### config.mk
export PLATFORM = sky130hd
export DESIGN_NAME = id_stage_hz_flat
export DESIGN_NICKNAME = d
export VERILOG_FILES = /design/src/rtl/id_stage_hz_if.sv /design/src/rtl/id_stage_hz.sv /design/src/flat_wrapper.sv
export SDC_FILE = /design/constraint.sdc
export NUM_CORES = 2
export LEC_CHECK = 0
export BUFFER_PORTS_ARGS = -buffer_cell sky130_fd_sc_hd__clkbuf_2
export CELL_PAD_IN_SITES_DETAIL_PLACEMENT = 0
export CELL_PAD_IN_SITES_GLOBAL_PLACEMENT = 1
export CORE_MARGIN = 1
export CORE_UTILIZATION = 48
export DETAILED_ROUTE_END_ITERATION = 16
export GPL_TIMING_DRIVEN = 0
export HOLD_SLACK_MARGIN = 0.02
export MAX_ROUTING_LAYER = met4
export PLACE_DENSITY = 0.8
export RECOVER_POWER = 100
export SETUP_SLACK_MARGIN = 0.1
export SLEW_MARGIN = 10
export SYNTH_ARGS = -nofsm -noshare
export SYNTH_HDL_FRONTEND = slang
export SYNTH_SLANG_ARGS = --single-unit
### constraint.sdc
create_clock -name clk -period 3.17 [get_ports clk]
set_input_delay 0.634 -clock clk [delete_from_list [all_inputs] [get_ports clk]]
set_output_delay 0.634 -clock clk [all_outputs]
set_load 0.1 [all_outputs]
### src/rtl/id_stage_hz_if.sv
// Bus bundle between IF/EX/MEM/WB and the ID stage, plus the ID stage outputs.
// The master side drives the pipeline inputs; the slave side is the ID stage.
interface id_stage_hz_if #(
   parameter int DATA_W     = 32,
   parameter int REG_ADDR_W = 5,
   parameter int CNT_W      = 16
);
   logic                  if_valid;
   logic [31:0]           if_inst;
   logic [DATA_W-1:0]     if_pc4;
   logic                  flush;
   logic                  ex_m2reg;
   logic                  ex_wreg;
   logic [REG_ADDR_W-1:0] ex_destR;
   logic                  mem_wreg;
   logic [REG_ADDR_W-1:0] mem_destR;
   logic [DATA_W-1:0]     mem_result;
   logic                  wb_wreg;
   logic [REG_ADDR_W-1:0] wb_destR;
   logic [DATA_W-1:0]     wb_dest;
   logic [REG_ADDR_W-1:0] which_reg;

   logic [DATA_W-1:0]     reg_content;
   logic                  id_ready;
   logic                  id_valid;
   logic [31:0]           id_inst;
   logic [DATA_W-1:0]     id_pc4;
   logic [DATA_W-1:0]     id_inA;
   logic [DATA_W-1:0]     id_inB;
   logic [DATA_W-1:0]     id_imm;
   logic [REG_ADDR_W-1:0] rs;
   logic [REG_ADDR_W-1:0] rt;
   logic [REG_ADDR_W-1:0] rd;
   logic [CNT_W-1:0]      stall_cnt;

   modport master (
      output if_valid, if_inst, if_pc4, flush, ex_m2reg, ex_wreg, ex_destR,
             mem_wreg, mem_destR, mem_result, wb_wreg, wb_destR, wb_dest, which_reg,
      input  reg_content, id_ready, id_valid, id_inst, id_pc4, id_inA, id_inB,
             id_imm, rs, rt, rd, stall_cnt
   );

   modport slave (
      input  if_valid, if_inst, if_pc4, flush, ex_m2reg, ex_wreg, ex_destR,
             mem_wreg, mem_destR, mem_result, wb_wreg, wb_destR, wb_dest, which_reg,
      output reg_content, id_ready, id_valid, id_inst, id_pc4, id_inA, id_inB,
             id_imm, rs, rt, rd, stall_cnt
   );
endinterface

### src/rtl/id_stage_hz.sv
// MIPS ID stage: IF/ID register, register file with WB write-through,
// load-use stall detection, MEM/WB operand forwarding and a stall counter.
module id_stage_hz #(
   parameter int DATA_W     = 32,
   parameter int REG_ADDR_W = 5,
   parameter int FWD_EN     = 1,
   parameter int CNT_W      = 16
) (
   input logic          clk,
   input logic          rst,
   id_stage_hz_if.slave bus
);
   localparam int NUM_REGS = 2**REG_ADDR_W;

   logic                  r_valid;
   logic [31:0]           r_inst;
   logic [DATA_W-1:0]     r_pc4;
   logic [DATA_W-1:0]     r_regs [NUM_REGS];
   logic [CNT_W-1:0]      r_stall_cnt;

   logic [5:0]            w_opcode;
   logic [REG_ADDR_W-1:0] w_rs;
   logic [REG_ADDR_W-1:0] w_rt;
   logic [REG_ADDR_W-1:0] w_rd;
   logic                  w_uses_rt;
   logic                  w_zext;
   logic                  w_stall;
   logic [REG_ADDR_W-1:0] w_addr [2];
   logic [DATA_W-1:0]     w_rf   [2];
   logic [DATA_W-1:0]     w_op   [2];

   assign w_opcode  = r_inst[31:26];
   assign w_rs      = REG_ADDR_W'(r_inst[25:21]);
   assign w_rt      = REG_ADDR_W'(r_inst[20:16]);
   assign w_rd      = REG_ADDR_W'(r_inst[15:11]);
   assign w_uses_rt = w_opcode inside {6'h00, 6'h04, 6'h05, 6'h2B};
   assign w_zext    = w_opcode inside {6'h0C, 6'h0D, 6'h0E};

   // Only the load's result is late; ALU results are covered by forwarding.
   assign w_stall = r_valid & bus.ex_m2reg & bus.ex_wreg & (bus.ex_destR != '0) &
                    ((bus.ex_destR == w_rs) | (w_uses_rt & (bus.ex_destR == w_rt)));

   always_ff @(posedge clk or negedge rst) begin
      if (!rst) begin
         r_valid <= 1'b0;
         r_inst  <= '0;
         r_pc4   <= '0;
      end else if (bus.flush) begin
         r_valid <= 1'b0;
         r_inst  <= '0;
      end else if (!w_stall) begin
         r_valid <= bus.if_valid;
         r_inst  <= bus.if_inst;
         r_pc4   <= bus.if_pc4;
      end
   end

   always_ff @(posedge clk or negedge rst) begin
      if (!rst) begin
         for (int i = 0; i < NUM_REGS; i++) r_regs[i] <= '0;
      end else if (bus.wb_wreg && (bus.wb_destR != '0)) begin
         r_regs[bus.wb_destR] <= bus.wb_dest;
      end
   end

   always_ff @(posedge clk or negedge rst) begin
      if (!rst) begin
         r_stall_cnt <= '0;
      end else if (w_stall && (r_stall_cnt != {CNT_W{1'b1}})) begin
         r_stall_cnt <= r_stall_cnt + 1'b1;
      end
   end

   assign w_addr[0] = w_rs;
   assign w_addr[1] = w_rt;

   generate
      for (genvar gi = 0; gi < 2; gi++) begin : g_opnd
         // Register read with same-cycle WB write-through; r0 is hard zero.
         assign w_rf[gi] = (w_addr[gi] == '0) ? '0 :
                           (bus.wb_wreg && (bus.wb_destR == w_addr[gi])) ? bus.wb_dest :
                           r_regs[w_addr[gi]];
         if (FWD_EN != 0) begin : g_fwd
            assign w_op[gi] = (w_addr[gi] != '0) && bus.mem_wreg &&
                              (bus.mem_destR == w_addr[gi]) ? bus.mem_result : w_rf[gi];
         end else begin : g_nofwd
            assign w_op[gi] = w_rf[gi];
         end
      end
   endgenerate

   assign bus.reg_content = r_regs[bus.which_reg];
   assign bus.id_ready    = ~w_stall;
   assign bus.id_valid    = r_valid & ~w_stall;
   assign bus.id_inst     = r_inst;
   assign bus.id_pc4      = r_pc4;
   assign bus.id_inA      = w_op[0];
   assign bus.id_inB      = w_op[1];
   assign bus.id_imm      = w_zext ? {{(DATA_W-16){1'b0}}, r_inst[15:0]}
                                   : {{(DATA_W-16){r_inst[15]}}, r_inst[15:0]};
   assign bus.rs          = w_rs;
   assign bus.rt          = w_rt;
   assign bus.rd          = w_rd;
   assign bus.stall_cnt   = r_stall_cnt;
endmodule

### src/flat_wrapper.sv
// flat-port wrapper written by rule: the top's interface ports become plain ports
module id_stage_hz_flat 
#(
   parameter int DATA_W     = 32,
   parameter int REG_ADDR_W = 5,
   parameter int FWD_EN     = 1,
   parameter int CNT_W      = 16
)
  (clk, rst, bus_if_valid, bus_if_inst, bus_if_pc4, bus_flush, bus_ex_m2reg, bus_ex_wreg, bus_ex_destR, bus_mem_wreg, bus_mem_destR, bus_mem_result, bus_wb_wreg, bus_wb_destR, bus_wb_dest, bus_which_reg, bus_reg_content, bus_id_ready, bus_id_valid, bus_id_inst, bus_id_pc4, bus_id_inA, bus_id_inB, bus_id_imm, bus_rs, bus_rt, bus_rd, bus_stall_cnt);
  id_stage_hz_if #(.DATA_W(DATA_W), .REG_ADDR_W(REG_ADDR_W), .CNT_W(CNT_W)) bus_i ();
  input logic clk;
  input logic rst;
  input wire logic [$bits(bus_i.if_valid)-1:0] bus_if_valid;
  input wire logic [$bits(bus_i.if_inst)-1:0] bus_if_inst;
  input wire logic [$bits(bus_i.if_pc4)-1:0] bus_if_pc4;
  input wire logic [$bits(bus_i.flush)-1:0] bus_flush;
  input wire logic [$bits(bus_i.ex_m2reg)-1:0] bus_ex_m2reg;
  input wire logic [$bits(bus_i.ex_wreg)-1:0] bus_ex_wreg;
  input wire logic [$bits(bus_i.ex_destR)-1:0] bus_ex_destR;
  input wire logic [$bits(bus_i.mem_wreg)-1:0] bus_mem_wreg;
  input wire logic [$bits(bus_i.mem_destR)-1:0] bus_mem_destR;
  input wire logic [$bits(bus_i.mem_result)-1:0] bus_mem_result;
  input wire logic [$bits(bus_i.wb_wreg)-1:0] bus_wb_wreg;
  input wire logic [$bits(bus_i.wb_destR)-1:0] bus_wb_destR;
  input wire logic [$bits(bus_i.wb_dest)-1:0] bus_wb_dest;
  input wire logic [$bits(bus_i.which_reg)-1:0] bus_which_reg;
  output wire logic [$bits(bus_i.reg_content)-1:0] bus_reg_content;
  output wire logic [$bits(bus_i.id_ready)-1:0] bus_id_ready;
  output wire logic [$bits(bus_i.id_valid)-1:0] bus_id_valid;
  output wire logic [$bits(bus_i.id_inst)-1:0] bus_id_inst;
  output wire logic [$bits(bus_i.id_pc4)-1:0] bus_id_pc4;
  output wire logic [$bits(bus_i.id_inA)-1:0] bus_id_inA;
  output wire logic [$bits(bus_i.id_inB)-1:0] bus_id_inB;
  output wire logic [$bits(bus_i.id_imm)-1:0] bus_id_imm;
  output wire logic [$bits(bus_i.rs)-1:0] bus_rs;
  output wire logic [$bits(bus_i.rt)-1:0] bus_rt;
  output wire logic [$bits(bus_i.rd)-1:0] bus_rd;
  output wire logic [$bits(bus_i.stall_cnt)-1:0] bus_stall_cnt;
  assign bus_i.if_valid = bus_if_valid;
  assign bus_i.if_inst = bus_if_inst;
  assign bus_i.if_pc4 = bus_if_pc4;
  assign bus_i.flush = bus_flush;
  assign bus_i.ex_m2reg = bus_ex_m2reg;
  assign bus_i.ex_wreg = bus_ex_wreg;
  assign bus_i.ex_destR = bus_ex_destR;
  assign bus_i.mem_wreg = bus_mem_wreg;
  assign bus_i.mem_destR = bus_mem_destR;
  assign bus_i.mem_result = bus_mem_result;
  assign bus_i.wb_wreg = bus_wb_wreg;
  assign bus_i.wb_destR = bus_wb_destR;
  assign bus_i.wb_dest = bus_wb_dest;
  assign bus_i.which_reg = bus_which_reg;
  assign bus_reg_content = bus_i.reg_content;
  assign bus_id_ready = bus_i.id_ready;
  assign bus_id_valid = bus_i.id_valid;
  assign bus_id_inst = bus_i.id_inst;
  assign bus_id_pc4 = bus_i.id_pc4;
  assign bus_id_inA = bus_i.id_inA;
  assign bus_id_inB = bus_i.id_inB;
  assign bus_id_imm = bus_i.id_imm;
  assign bus_rs = bus_i.rs;
  assign bus_rt = bus_i.rt;
  assign bus_rd = bus_i.rd;
  assign bus_stall_cnt = bus_i.stall_cnt;
  id_stage_hz #(.DATA_W(DATA_W), .REG_ADDR_W(REG_ADDR_W), .FWD_EN(FWD_EN), .CNT_W(CNT_W)) u_core (.clk(clk), .rst(rst), .bus(bus_i));
endmodule
After elaboration in Yosys (flattened, before gate mapping)
Cells that the tools add are included.

Input bits: 156. Output and inout bits: 225. Word-level logic and storage cells: 111. Bits in registers: 1105.

Bitwise logic cells: 13. Add/subtract/negate cells: 1. Order comparisons: 5. Reductions and logical operators: 19. Equal/unequal tests: 14. Mux-type cells: 23.

Operators by type and width (count): $bwmux W1024 (1); $mux W32 (16); $bmux W32 S5 (3); $demux W32 S5 (1); $eq A5 B5 Y1 (6); $ge A6 B6 Y1 const B (4); $not A5 Y6 (4); $reduce_bool A5 Y1 (4); $eq A6 B4 Y1 const B (3); $add A16 B1 Y16 const B (1); $ne A16 B16 Y1 const B (1); $eq A6 B3 Y1 const B (2); $logic_not A5 Y1 (2); $logic_and A1 B1 Y1 (9); $and A1 B1 Y1 (6); $eq A6 B6 Y1 const B (1); $logic_not A6 Y1 (1); $lt A6 B1 Y1 const B (1); $reduce_bool A4 Y1 (1); $reduce_bool A3 Y1 (1); $mux W1 (2); $ne A2 B2 Y1 const B (1); $not A1 Y1 (2); $reduce_and A2 Y1 (1); $or A1 B1 Y1 (1).

Longest topological paths before layout
Depth after elaboration: 7. Gate-level depth with buffers: 9. Depth with buffers taken out: 6.

Least setup slack after synthesis
OpenSTA, ideal clock, no wires.

Path kind: reg-to-output. Start: register u_core.r_inst[21], in the netlist u_core.bus.id_inst[21]. End: output port bus_id_inA[10]. Required time: 2.536 ns. Arrival: 4.576 ns. Path buffers: 4. Setup slack: -2.040 ns. Cell stages (with the launch flop): 9. Cells stage by stage: dfrtp_1 > buf_2 > buf_4 > buf_2 > nor4b_1 > a31oi_1 > clkbuf_1 > o21ai_0 > o21ai_0.

Longest elaborated chain between the ends: 7. Elaborated cells between the ends (all ways): 14. Classes of those cells: eq/ne (2); mux (6); bitwise (1); reduce/logical (5).

RTL lines: start: declaration (line id_stage_hz.sv:16) `logic [31:0] r_inst;`; start signal: assignment (line id_stage_hz.sv:53) `r_inst <= bus.if_inst;`; $not A5 Y6 (not written as such) (line id_stage_hz.sv:82) `r_regs[w_addr[gi]];`; $bmux W32 S5 (line id_stage_hz.sv:82); $mux W32 (not written as such) (2 in a row) (line id_stage_hz.sv:82); $mux W32 (line id_stage_hz.sv:81) `(bus.wb_wreg && (bus.wb_destR == w_addr[gi])) ? bus.wb_dest :`; $mux W32 (line id_stage_hz.sv:80) `assign w_rf[gi] = (w_addr[gi] == '0) ? '0 :`; $mux W32 (*) (line id_stage_hz.sv:85) `(bus.mem_destR == w_addr[gi]) ? bus.mem_result : w_rf[gi];`; end: declaration (line flat_wrapper.sv:32) `output wire logic [$bits(bus_i.id_inA)-1:0] bus_id_inA;`.

Mark *: on every way between the ends. The rest lies on a longest branch, timed or not. The select of a mux whose other input is x is not followed.

Worst setup path in the final report
Start: register u_core.r_inst[16], in the netlist u_core.bus.id_inst[16]. End: output port bus_id_inB[3].

Longest elaborated chain between the ends: 7. Elaborated cells between the ends (all ways): 14. Classes of those cells: eq/ne (2); mux (6); bitwise (1); reduce/logical (5).

RTL lines: $not A5 Y6 (not written as such) (line id_stage_hz.sv:82); $bmux W32 S5 (line id_stage_hz.sv:82); $mux W32 (not written as such) (2 in a row) (line id_stage_hz.sv:82); $mux W32 (line id_stage_hz.sv:81); $mux W32 (line id_stage_hz.sv:80); $mux W32 (*) (line id_stage_hz.sv:85); end: declaration (line flat_wrapper.sv:33) `output wire logic [$bits(bus_i.id_inB)-1:0] bus_id_inB;`.

Marks and branches as above.

==> qor.csv <==
metric;value;unit
H-tree Lvls;4;
Vias/cell;7.20;
worst slew pin tran;1.65;ns
Hold Vio Cnt, Final;0;
f_max;243;MHz
total track usage;0.399;
final WL;276000;um
Pre-antenna DRT Iters;9;
clk sinks;1105;
largest net degree at the start of global routing;104;
critical path type;reg2out;
final worst slack;-0.942;ns
placed cell area;73200;um^2
hpwl dp;185000;um
share of the yosys chip area belonging to registers;0.415;
hold_ws;0.0761;ns
syn avg cell area;14.8;um^2
CTS tree;built;
most common cell in the netlist;dfrtp_1;
routability cong.;1.04;
vias in the first global route;51000;
fraction of layout cells with a size suffix above 1;0.634;
Seq pwr share;0.369;
Worst-Skew Late Latency;0.79;ns
Critical Path Slowest Stage Cell;mux4_2;
Critical Path Sink Type;output pin;
post-synthesis cell area;66600;um^2
root buffer cell;clkbuf_16;
Yosys reg bits;1105;
initial drt markers;6862;
Tcrit/Tclk final;1.30;
Mapped Nets;4652;
CP Data Arrival Time;3.48;ns
DR DRC count;0;
# IOs;381;
Hold Crit Class;in2reg;
Critical Path RT;2.54;ns
Int Pwr;0.0346;W
synth top area cells;dfrtp_1 (41%), mux4_2 (28%), mux2_2 (17%);
Initial Utilization;0.484;
pwr dens;606;nW/um^2
LEAKAGE;35.5;nW
Cell variety after synth;49;
violated checks;max-capacitance violations, max-slew violations, negative setup slack;
initial antenna violation count;11;
grt ovf;0;
Clock Tree Buf Depth;3;
Most used DFF post-synth;dfrtp_1;
cells along the critical path;buf_12 > buf_12 > buf_16 > buf_12 > mux4_2 > a22oi_2 > nand2_2 > a221oi_4 > a21oi_4 > clkbuf_16;
number of enable flip-flop cells after synthesis;0;
clock slew at reported path FFs;0.06;ns
dominant cell type by area after synthesis;dfrtp_1;
MaxCap Viol Count;2;
Max rail drop VDD;0.658;mV
Final #Nets;5331;
Slew Limit Fails;17;
min Tclk post-route;4.11;ns
Synth top area share;0.415;
WL/cell;39.0;um
via count;50900;
combinational fraction of design power;0.326;
first-pass GRT wire length;382000;um
CP Launch Type;flop;
CTS buffer count;130;
Die Span Y;375;um
Psw;0.0176;W
RSZ-0062 raised after global routing;yes;
most used cell along the critical path;buf_12;
die area;140000;um^2
Routed Antenna Nets;0;
Core Region;138000;um^2
Clock Skew;0.0121;ns
Synth top cells by count;dfrtp_1 (1105), mux2_2 (1029), mux4_2 (832);
Layout area overhead;29.0;%
die width;375;um
Max Fanout on Critical Path;7;
status;finished with violations;
Row Count;136;
Async S/R FF share, synth;1.00;
sw frac;0.337;
Worst slew margin;-0.101;
Clock power frac;0.305;
Post-Syn Instances;4495;
Yosys warning count;0;
Critical Path Max Stage Delay;0.52;ns
design area;86000;um^2
Final setup viols;253;
PortBufs;369;
## repair_timing
action | CTS | global route
pin swaps | 128 | 114
setup buffers | 93 | 27
cloned | 34 | 17
hold endpoints to repair | 75 | 0
endpoints found under the setup margin | 114 | 153
resized for setup | 1243 | 160
hold buffers | 1 | 0
## through the flow
| step | TNS, ns | util | worst slack [ns] | cells | power (W) |
|---|---|---|---|---|---|
| 2_1_floorplan | -1.12 | - | -0.0539 | 4495 | 0.0296 |
| 3_3_place_gp | - | 0.529 | -29.97 | 6658 | 0.0330 |
| 3_5_place_dp | -255.97 | 0.531 | -2.15 | 6670 | 0.0334 |
| 4_1_cts | -60.80 | 0.618 | -0.863 | 7028 | 0.0513 |
| 5_1_grt | -211.94 | 0.625 | -0.893 | 7078 | 0.0534 |
| 6_report | -83.06 | 0.625 | -0.942 | 7079 | 0.0521 |
## state kept, by name, summed over array words and instances (netlist names)
name,flops
u_core.r_valid,1
u_core.bus.id_inst,32
u_core.bus.stall_cnt,16
u_core.bus.id_pc4,32
u_core.r_regs,1024
## power groups by stage
| stage | clock network (W) | registers [W] | logic (W) |
|---|---|---|---|
| 2_1_floorplan | 0 | 0.0189 | 0.0107 |
| 3_3_place_gp | 0 | 0.0191 | 0.0139 |
| 3_5_place_dp | 0 | 0.0193 | 0.0142 |
| 4_1_cts | 0.0159 | 0.0190 | 0.0164 |
| 5_1_grt | 0.0164 | 0.0195 | 0.0174 |
| 6_report | 0.0159 | 0.0193 | 0.0170 |
## path summary, 6_finish.rpt
| check | startpoint | endpoint | slack [ns] | depth (start not counted) |
|---|---|---|---|---|
| worst max-delay path | u_core.bus.id_inst[16] | bus_id_inB[3] | -0.94 | 10 |
| worst min-delay path | bus_if_valid | u_core.r_valid | 0.08 | 3 |
| worst max register to register | u_core.bus.id_inst[26] | u_core.bus.id_inst[13] | 0.11 | 9 |
| worst min register to register | u_core.bus.stall_cnt[5] | u_core.bus.stall_cnt[5] | 0.49 | 1 |
| max in group asynchronous | rst | u_core.r_regs[173] | -0.17 | 6 |
| min in group asynchronous | rst | u_core.bus.stall_cnt[4] | 0.42 | 2 |
## layout by cell type (no fill, tap or decap), types with 39 or more instances in the layout
| master | count |
|---|---|
| a22oi_1 | 64 |
| a22oi_2 | 128 |
| buf_12 | 84 |
| buf_16 | 66 |
| buf_4 | 113 |
| clkbuf_1 | 356 |
| clkbuf_16 | 271 |
| clkbuf_2 | 222 |
| clkbuf_4 | 53 |
| clkbuf_8 | 74 |
| dfrtp_1 | 1091 |
| mux2_2 | 995 |
| mux2_4 | 62 |
| mux2i_1 | 62 |
| mux4_2 | 832 |
| nand2_1 | 99 |
| nand2_2 | 82 |
| nor2_1 | 52 |
| nor2b_1 | 39 |
## per-layer routing
metal / track usage / up-vias / share of wire
li1: - / 19100 / -
met1: 0.476 / 26700 / 0.35
met2: 0.575 / 4004 / 0.45
met3: 0.150 / 1120 / 0.13
met4: 0.244 / 0 / 0.075
met5: - / - / 0
## layout make-up
| type | instances | area, um^2 |
|---|---|---|
| Buffer | 578 | 5350 |
| Tap cell | 1794 | 2240 |
| Sequential cell | 1105 | 27700 |
| Clock inverter | 47 | 622 |
| Multi-Input combinational cell | 2804 | 39600 |
| Fill cell | 9883 | 51700 |
| Timing Repair Buffer | 552 | 6660 |
| Inverter | 3 | 11.3 |
| Clock buffer | 188 | 3800 |
| Antenna cell | 8 | 20.0 |
## worst max-delay path: cells and delay by family (launching register included)
kind                   cells  cell delay (ns)
and+or+nand+nor            1             0.20
muxes                      1             0.52
AOI/OAI and AO/OA          3             0.68
buffers and inverters      5             0.83
DFF                        1             0.43
## logic make-up after synthesis
kind of cell	Yosys count	share of synthesized area
mux	1955	0.471
flops	1105	0.415
buf+inv	586	0.0383
compound gates	459	0.0459
simple gates	346	0.0237
xor+xnor	43	0.00565
fa+ha+maj	1	0.000188
Power figures use the tool's default switching activity.
